--- config.mk ---
export PLATFORM = sky130hd
export DESIGN_NAME = dma_engine_2d
export DESIGN_NICKNAME = d
export VERILOG_FILES = /design/src/rtl/dma_engine_2d.sv
export SDC_FILE = /design/constraint.sdc
export NUM_CORES = 1
export LEC_CHECK = 0
export CORE_ASPECT_RATIO = 0.9
export CORE_MARGIN = 4
export CORE_UTILIZATION = 45
export CTS_BUF_LIST = sky130_fd_sc_hd__clkbuf_8 sky130_fd_sc_hd__clkbuf_16
export CTS_CLUSTER_DIAMETER = 80
export DETAILED_ROUTE_END_ITERATION = 6
export PLACE_DENSITY = 0.74
export SETUP_SLACK_MARGIN = 0.02
export SYNTH_ARGS = -nofsm -noshare
export SYNTH_HDL_FRONTEND = slang
export SYNTH_SLANG_ARGS = --single-unit
--- constraint.sdc ---
create_clock -name clock -period 4.5 [get_ports clock]
set_input_delay 0.9 -clock clock [delete_from_list [all_inputs] [get_ports clock]]
set_output_delay 0.9 -clock clock [all_outputs]
set_load 0.02 [all_outputs]
--- src/rtl/dma_engine_2d.sv ---
// rtl/dma_engine_2d.sv - single-channel 1D/2D word-copy DMA engine with one read outstanding
module dma_engine_2d #(
    parameter int unsigned ADDR_STEP = 4
) (
    input  logic        clock,
    input  logic        reset,
    input  logic        dma_start,
    input  logic [31:0] dma_src_addr,
    input  logic [31:0] dma_dst_addr,
    input  logic [15:0] dma_size,
    input  logic        dma_mode_2d,
    input  logic [15:0] dma_row_count,
    input  logic [15:0] dma_col_count,
    input  logic [15:0] dma_src_stride,
    input  logic [15:0] dma_dst_stride,
    output logic        dma_busy,
    output logic        dma_done,
    output logic        rd_req,
    output logic [31:0] rd_addr,
    input  logic        rd_gnt,
    input  logic        rd_valid,
    input  logic [31:0] rd_data,
    output logic        wr_req,
    output logic [31:0] wr_addr,
    output logic [31:0] wr_data,
    input  logic        wr_gnt
);

    typedef enum logic [2:0] {
        IDLE    = 3'd0,
        RD_REQ  = 3'd1,
        RD_WAIT = 3'd2,
        WR_REQ  = 3'd3,
        DONE    = 3'd4
    } state_t;

    localparam logic [31:0] STEP = 32'(ADDR_STEP);

    state_t      state_q, state_d;
    logic        done_q, done_d;
    logic [31:0] rd_addr_q, rd_addr_d;
    logic [31:0] wr_addr_q, wr_addr_d;
    logic [31:0] wr_data_q, wr_data_d;
    logic [31:0] src_row_q, src_row_d;
    logic [31:0] dst_row_q, dst_row_d;
    logic [15:0] src_stride_q, src_stride_d;
    logic [15:0] dst_stride_q, dst_stride_d;
    logic [15:0] rows_q, rows_d;
    logic [15:0] cols_q, cols_d;
    logic [15:0] row_idx_q, row_idx_d;
    logic [15:0] col_idx_q, col_idx_d;

    // 1D mode is handled as a single row of dma_size words
    logic [15:0] cfg_rows;
    logic [15:0] cfg_cols;
    logic        start_ok;
    logic        last_col;
    logic        last_row;
    logic [31:0] src_row_next;
    logic [31:0] dst_row_next;

    assign cfg_rows     = dma_mode_2d ? dma_row_count : 16'd1;
    assign cfg_cols     = dma_mode_2d ? dma_col_count : dma_size;
    assign start_ok     = dma_start && (state_q == IDLE || state_q == DONE);
    assign last_col     = (col_idx_q == cols_q - 16'd1);
    assign last_row     = (row_idx_q == rows_q - 16'd1);
    assign src_row_next = src_row_q + {16'd0, src_stride_q};
    assign dst_row_next = dst_row_q + {16'd0, dst_stride_q};

    always_comb begin
        state_d      = state_q;
        done_d       = done_q;
        rd_addr_d    = rd_addr_q;
        wr_addr_d    = wr_addr_q;
        wr_data_d    = wr_data_q;
        src_row_d    = src_row_q;
        dst_row_d    = dst_row_q;
        src_stride_d = src_stride_q;
        dst_stride_d = dst_stride_q;
        rows_d       = rows_q;
        cols_d       = cols_q;
        row_idx_d    = row_idx_q;
        col_idx_d    = col_idx_q;
        case (state_q)
            IDLE, DONE: begin
                if (start_ok) begin
                    done_d       = 1'b0;
                    rd_addr_d    = dma_src_addr;
                    wr_addr_d    = dma_dst_addr;
                    src_row_d    = dma_src_addr;
                    dst_row_d    = dma_dst_addr;
                    src_stride_d = dma_src_stride;
                    dst_stride_d = dma_dst_stride;
                    rows_d       = cfg_rows;
                    cols_d       = cfg_cols;
                    row_idx_d    = 16'd0;
                    col_idx_d    = 16'd0;
                    if (cfg_rows == 16'd0 || cfg_cols == 16'd0) begin
                        state_d = DONE;
                        done_d  = 1'b1;
                    end else begin
                        state_d = RD_REQ;
                    end
                end
            end
            RD_REQ: begin
                if (rd_gnt) begin
                    state_d = RD_WAIT;
                end
            end
            RD_WAIT: begin
                if (rd_valid) begin
                    wr_data_d = rd_data;
                    state_d   = WR_REQ;
                end
            end
            WR_REQ: begin
                if (wr_gnt) begin
                    if (last_col && last_row) begin
                        state_d = DONE;
                        done_d  = 1'b1;
                    end else if (last_col) begin
                        src_row_d = src_row_next;
                        dst_row_d = dst_row_next;
                        rd_addr_d = src_row_next;
                        wr_addr_d = dst_row_next;
                        col_idx_d = 16'd0;
                        row_idx_d = row_idx_q + 16'd1;
                        state_d   = RD_REQ;
                    end else begin
                        rd_addr_d = rd_addr_q + STEP;
                        wr_addr_d = wr_addr_q + STEP;
                        col_idx_d = col_idx_q + 16'd1;
                        state_d   = RD_REQ;
                    end
                end
            end
            default: begin
                state_d = IDLE;
            end
        endcase
    end

    always_ff @(posedge clock) begin
        if (reset) begin
            state_q      <= IDLE;
            done_q       <= 1'b0;
            rd_addr_q    <= 32'd0;
            wr_addr_q    <= 32'd0;
            wr_data_q    <= 32'd0;
            src_row_q    <= 32'd0;
            dst_row_q    <= 32'd0;
            src_stride_q <= 16'd0;
            dst_stride_q <= 16'd0;
            rows_q       <= 16'd0;
            cols_q       <= 16'd0;
            row_idx_q    <= 16'd0;
            col_idx_q    <= 16'd0;
        end else begin
            state_q      <= state_d;
            done_q       <= done_d;
            rd_addr_q    <= rd_addr_d;
            wr_addr_q    <= wr_addr_d;
            wr_data_q    <= wr_data_d;
            src_row_q    <= src_row_d;
            dst_row_q    <= dst_row_d;
            src_stride_q <= src_stride_d;
            dst_stride_q <= dst_stride_d;
            rows_q       <= rows_d;
            cols_q       <= cols_d;
            row_idx_q    <= row_idx_d;
            col_idx_q    <= col_idx_d;
        end
    end

    assign dma_busy = (state_q == RD_REQ) || (state_q == RD_WAIT) || (state_q == WR_REQ);
    assign dma_done = done_q;
    assign rd_req   = (state_q == RD_REQ);
    assign wr_req   = (state_q == WR_REQ);
    assign rd_addr  = rd_addr_q;
    assign wr_addr  = wr_addr_q;
    assign wr_data  = wr_data_q;

endmodule

==> qor.yml <==
sta:
  unrepaired_setup_endpoints_after_global_routing: "false"
  finalMaxSlewViolations: 0
  post-route-period-util_pct: 94.2
  hold_violations: 0
  achievable_freq_mhz: 236
  final.setup_skew_ns: 0.0188
  worst_slew_pin_slew_ns: 1.22
  totalNegativeSetupSlack_ns: 0
  setup_ws_ns: 0.260
  report.final.setup_viol: 0
  holdWs_ns: 0.455
  final_critical_period_ns: 4.24
  max-slew-margin-rel_pct: 18.4
critical_path:
  timing.critical_path.mode_cell: "sky130_fd_sc_hd__or4_1"
  worst-r2r-cell-count: 11
  timing.critical_path.to_type: "flip-flop"
  crit_end: "dst_row_q[5]"
  startpoint: "cols_q[2]"
  regToRegStartpoint: "cols_q[2]"
  path_class: "reg -> reg"
  crit-reg2reg-capture: "dst_row_q[5]"
  path_max_fanout: 19
  critical_path_arrival_ns: 4.72
  worstPathCellList: "or4_1, or3_1, a21o_1, mux2_2, or4_1, o31ai_4, and2_2, buf_12, buf_4, nor2_1, a311oi_1"
  critical_path_required_ns: 4.98
  timing.critical_path.slowest_stage_cell: "sky130_fd_sc_hd__or4_1"
  cp-start-kind: "flip-flop"
  critPathMaxStageDelay_ns: 0.73
  r2r_setup_slack_ns: 0.26
yosys:
  syn_avg_cell_area_sq_um: 7.42
  ys_seq_elements: 260
  async_reset_ff_share_pct: 0
  yosys_warnings: 0
  yosys.area.top_type_share_pct: 33.3
  synth.largest_area_cell: "sky130_fd_sc_hd__dfxtp_1"
  number_of_synthesized_flops_with_an_enable_pin: 0
  syn_nets: 2330
  yosysUniqueCellTypes: 73
  synth_sequential_area_ratio_pct: 33.3
  dominantRegCellSynth: "sky130_fd_sc_hd__dfxtp_1"
  netlist_area_before_placement_sq_um: 15600
  post_synth_main_area_contributors: "sky130_fd_sc_hd__dfxtp_1 (33%), sky130_fd_sc_hd__nand2_1 (8.3%), sky130_fd_sc_hd__a21oi_1 (7.0%)"
  synthCells: 2107
floorplanning:
  rows: 64
  fp.dieArea_sq_um: 37800
  starting_utilization_of_the_core_area_pct: 45.8
  design.core.area_sq_um: 34100
  number_of_top_level_design_ports: 283
  chipWidth_um: 204
  die_h_um: 185
power:
  power.density_nw_per_um2: 516
  seqPwrFrac_pct: 33.4
  combinational_fraction_of_design_power_pct: 42.7
  switching_share_pct: 41.3
  max_rail_drop_vdd_mv: 0.341
  power.internal_uw: 6010
  switching_power_uw: 4220
  power.leakage_uw: 0.00729
  power.clock.fraction_pct: 24.0
global_route:
  grt_antenna_before_repair: 3
  globalRouteOverflowTotal: 0
  via_count_of_the_first_global_routing_pass: 15547
  grt_first_pass_wirelength_um: 80600
  grt_max_degree: 184
  globalRouteTotalUtil_pct: 25.8
status:
  run_status: "complete, no violations"
clock_tree:
  cts_inserted_buffers: 30
  cts_root_buf: "sky130_fd_sc_hd__clkbuf_16"
  htree_num_levels: 1
  clock_insertion_delay_worst_skew_ns: 0.59
  cts.clk_slew.worst_paths_ns: 0.06
  clkSinkCount: 260
  tritoncts: "built"
  hold_buffer_count_at_cts: 0
  clock_path_buffers: 3
cells_and_area:
  multi_input_area_sq_um: 9740
  areaGrowthSynthToFinish_pct: 26.9
  seqCellArea_sq_um: 5200
  drive_gt1_share_pct: 4.16
  utilization_pct: 58.1
  fillers: 3116
  final_net_count: 2535
  post_layout_nonfiller_instances: 2795
  antenna-diode-count: 0
placement:
  hpwl_um: 36800
  pre_cts_ws_ns: 0.227
  gp_congestion: 0.892
  count_of_port_buffers_added_during_placement: 282
  placedCellCount: 2741
run:
  cap_violations: 0
routing:
  antenna_violating_nets_post_route: 0
  wire_length_reported_by_the_detailed_router_um: 52300
  dr_total_vias: 16520
  route.detailed.wl_per_inst_um: 18.7
  detailedRoute.firstPassIterationCount: 6
  remaining_drc_errors: 0
  detail_route.vias_per_cell: 5.91
  first_iter_violations: 1407
worst_hold_path:
  worstHoldPathType: "reg -> reg"
  timing.hold.worst_path_depth: 2
==> cell usage after synthesis (4+ instances only) <==
master and instances:
sky130_fd_sc_hd__inv_1 43, sky130_fd_sc_hd__a311oi_1 7, sky130_fd_sc_hd__nor3b_1 5, sky130_fd_sc_hd__and2_1 17
sky130_fd_sc_hd__mux2i_1 22, sky130_fd_sc_hd__clkbuf_1 113, sky130_fd_sc_hd__a21o_1 17, sky130_fd_sc_hd__a211o_1 7
sky130_fd_sc_hd__nand2b_1 7, sky130_fd_sc_hd__a221oi_1 7, sky130_fd_sc_hd__nor3_1 38, sky130_fd_sc_hd__or4_1 22
sky130_fd_sc_hd__xnor2_1 85, sky130_fd_sc_hd__o221ai_1 5, sky130_fd_sc_hd__and3_1 19, sky130_fd_sc_hd__a32o_1 4
sky130_fd_sc_hd__o41ai_1 8, sky130_fd_sc_hd__nand3_1 76, sky130_fd_sc_hd__or3_1 17, sky130_fd_sc_hd__or2_2 4
sky130_fd_sc_hd__and4_1 14, sky130_fd_sc_hd__o31ai_1 35, sky130_fd_sc_hd__a2111oi_0 8, sky130_fd_sc_hd__o21a_1 13
sky130_fd_sc_hd__nor2_1 200, sky130_fd_sc_hd__o211ai_1 25, sky130_fd_sc_hd__a211oi_1 42, sky130_fd_sc_hd__o21ai_0 124
sky130_fd_sc_hd__xor2_1 64, sky130_fd_sc_hd__nand4_1 35, sky130_fd_sc_hd__ha_1 38, sky130_fd_sc_hd__a21boi_0 8
sky130_fd_sc_hd__a21oi_1 220, sky130_fd_sc_hd__dfxtp_1 260, sky130_fd_sc_hd__a221o_1 8, sky130_fd_sc_hd__nor2b_1 7
sky130_fd_sc_hd__buf_1 7, sky130_fd_sc_hd__buf_2 19, sky130_fd_sc_hd__nand2_1 347, sky130_fd_sc_hd__nor4_1 27
sky130_fd_sc_hd__a31oi_1 33
==> sequential cells by signal (all words and copies together) (netlist names), 32 cells and up <==
signal	flops
dst_row_q	32
wr_addr	32
wr_data	32
src_row_q	32
rd_addr	32
==> power by group through the flow <==
stage / logic (uW) / clock network [uW] / registers [uW]
3_5_place_dp: 4280 / 0 / 3440
4_1_cts: 4300 / 2480 / 3400
6_report: 4370 / 2450 / 3410
2_1_floorplan: 2680 / 0 / 3490
3_3_place_gp: 4170 / 0 / 3420
5_1_grt: 4770 / 2590 / 3480
==> worst min path at each step <==
stage | from | end | slack [ns]
final | wr_data[22] | wr_data[22] | 0.45
after detailed placement | wr_data[10] | wr_data[10] | 0.45
after floorplan | dst_row_q[15] | dst_row_q[15] | 0.44
after CTS | wr_data[22] | wr_data[22] | 0.46
after global placement | wr_data[10] | wr_data[10] | 0.44
after global routing | wr_data[22] | wr_data[22] | 0.47
==> kinds of logic after synthesis <==
| family | after synthesis | share of synthesized area (%) |
|---|---|---|
| buffers and inverters | 185 | 4.67 |
| and+or+nand+nor | 846 | 24.8 |
| xor gates and xnor gates | 149 | 8.35 |
| AOI/OAI and AO/OA | 604 | 24.1 |
| muxes | 23 | 1.48 |
| adders and majority gates | 40 | 3.30 |
| DFF | 260 | 33.3 |
==> final cells by class <==
type / count / area share (%)
clock buffer: 35 / 4.13
clock inverter: 18 / 0.884
inverter: 44 / 0.833
multi-input combinational: 1663 / 49.1
sequential: 260 / 26.3
tap: 462 / 2.92
timing repair buffer: 313 / 15.9
==> metrics by stage <==
step / area (sq um) / total power, uW
2_1_floorplan: 15600 / 6170
3_3_place_gp: 18800 / 7590
3_5_place_dp: 18800 / 7710
4_1_cts: 19800 / 10200
5_1_grt: 19800 / 10800
6_report: 19800 / 10200
==> critical path, delay by kind of cell, from the launching register on <==
kind | cells | cell delay, ns
AND/OR/NAND/NOR | 5 | 2.24
flip-flops | 1 | 0.37
AO/OA/AOI/OAI | 3 | 0.76
buffers and inverters | 2 | 0.47
multiplexers | 1 | 0.28
==> metal layers <==
metal / track usage, % / part of all wire (%)
met5: 0 / 0.078
met4: 8.49 / 3.3
met3: 5.27 / 8.2
met2: 42.0 / 46
met1: 34.5 / 43
==> timing repair <==
item                       4_1_cts  5_1_grt
buffers inserted                 0        0
setup endpoints to repair        0       29
resized for setup                0        2
==> cell usage in the layout (no fill, tap or decap), types with 8 or more instances in the layout <==
cell type,instances
sky130_fd_sc_hd__a221o_1,8
sky130_fd_sc_hd__nor4_1,27
sky130_fd_sc_hd__and2_1,15
sky130_fd_sc_hd__a21o_1,17
sky130_fd_sc_hd__a21boi_0,8
sky130_fd_sc_hd__ha_1,38
sky130_fd_sc_hd__nand2_1,345
sky130_fd_sc_hd__clkdlybuf4s50_1,281
sky130_fd_sc_hd__a31oi_1,33
sky130_fd_sc_hd__nand3_1,75
sky130_fd_sc_hd__nand4_1,35
sky130_fd_sc_hd__clkbuf_16,30
sky130_fd_sc_hd__a211oi_1,42
sky130_fd_sc_hd__nor3_1,38
sky130_fd_sc_hd__a2111oi_0,8
sky130_fd_sc_hd__mux2i_1,22
sky130_fd_sc_hd__o211ai_1,25
sky130_fd_sc_hd__xor2_1,64
sky130_fd_sc_hd__a21oi_1,220
sky130_fd_sc_hd__inv_1,48
sky130_fd_sc_hd__and4_1,14
sky130_fd_sc_hd__o41ai_1,8
sky130_fd_sc_hd__o21ai_0,124
sky130_fd_sc_hd__xnor2_1,85
sky130_fd_sc_hd__buf_4,24
sky130_fd_sc_hd__o21a_1,13
sky130_fd_sc_hd__dfxtp_1,260
sky130_fd_sc_hd__nor2_1,199
sky130_fd_sc_hd__and3_1,19
sky130_fd_sc_hd__o31ai_1,35
sky130_fd_sc_hd__or3_1,17
sky130_fd_sc_hd__or4_1,22
No activity file was read; power rests on OpenSTA's default activity.
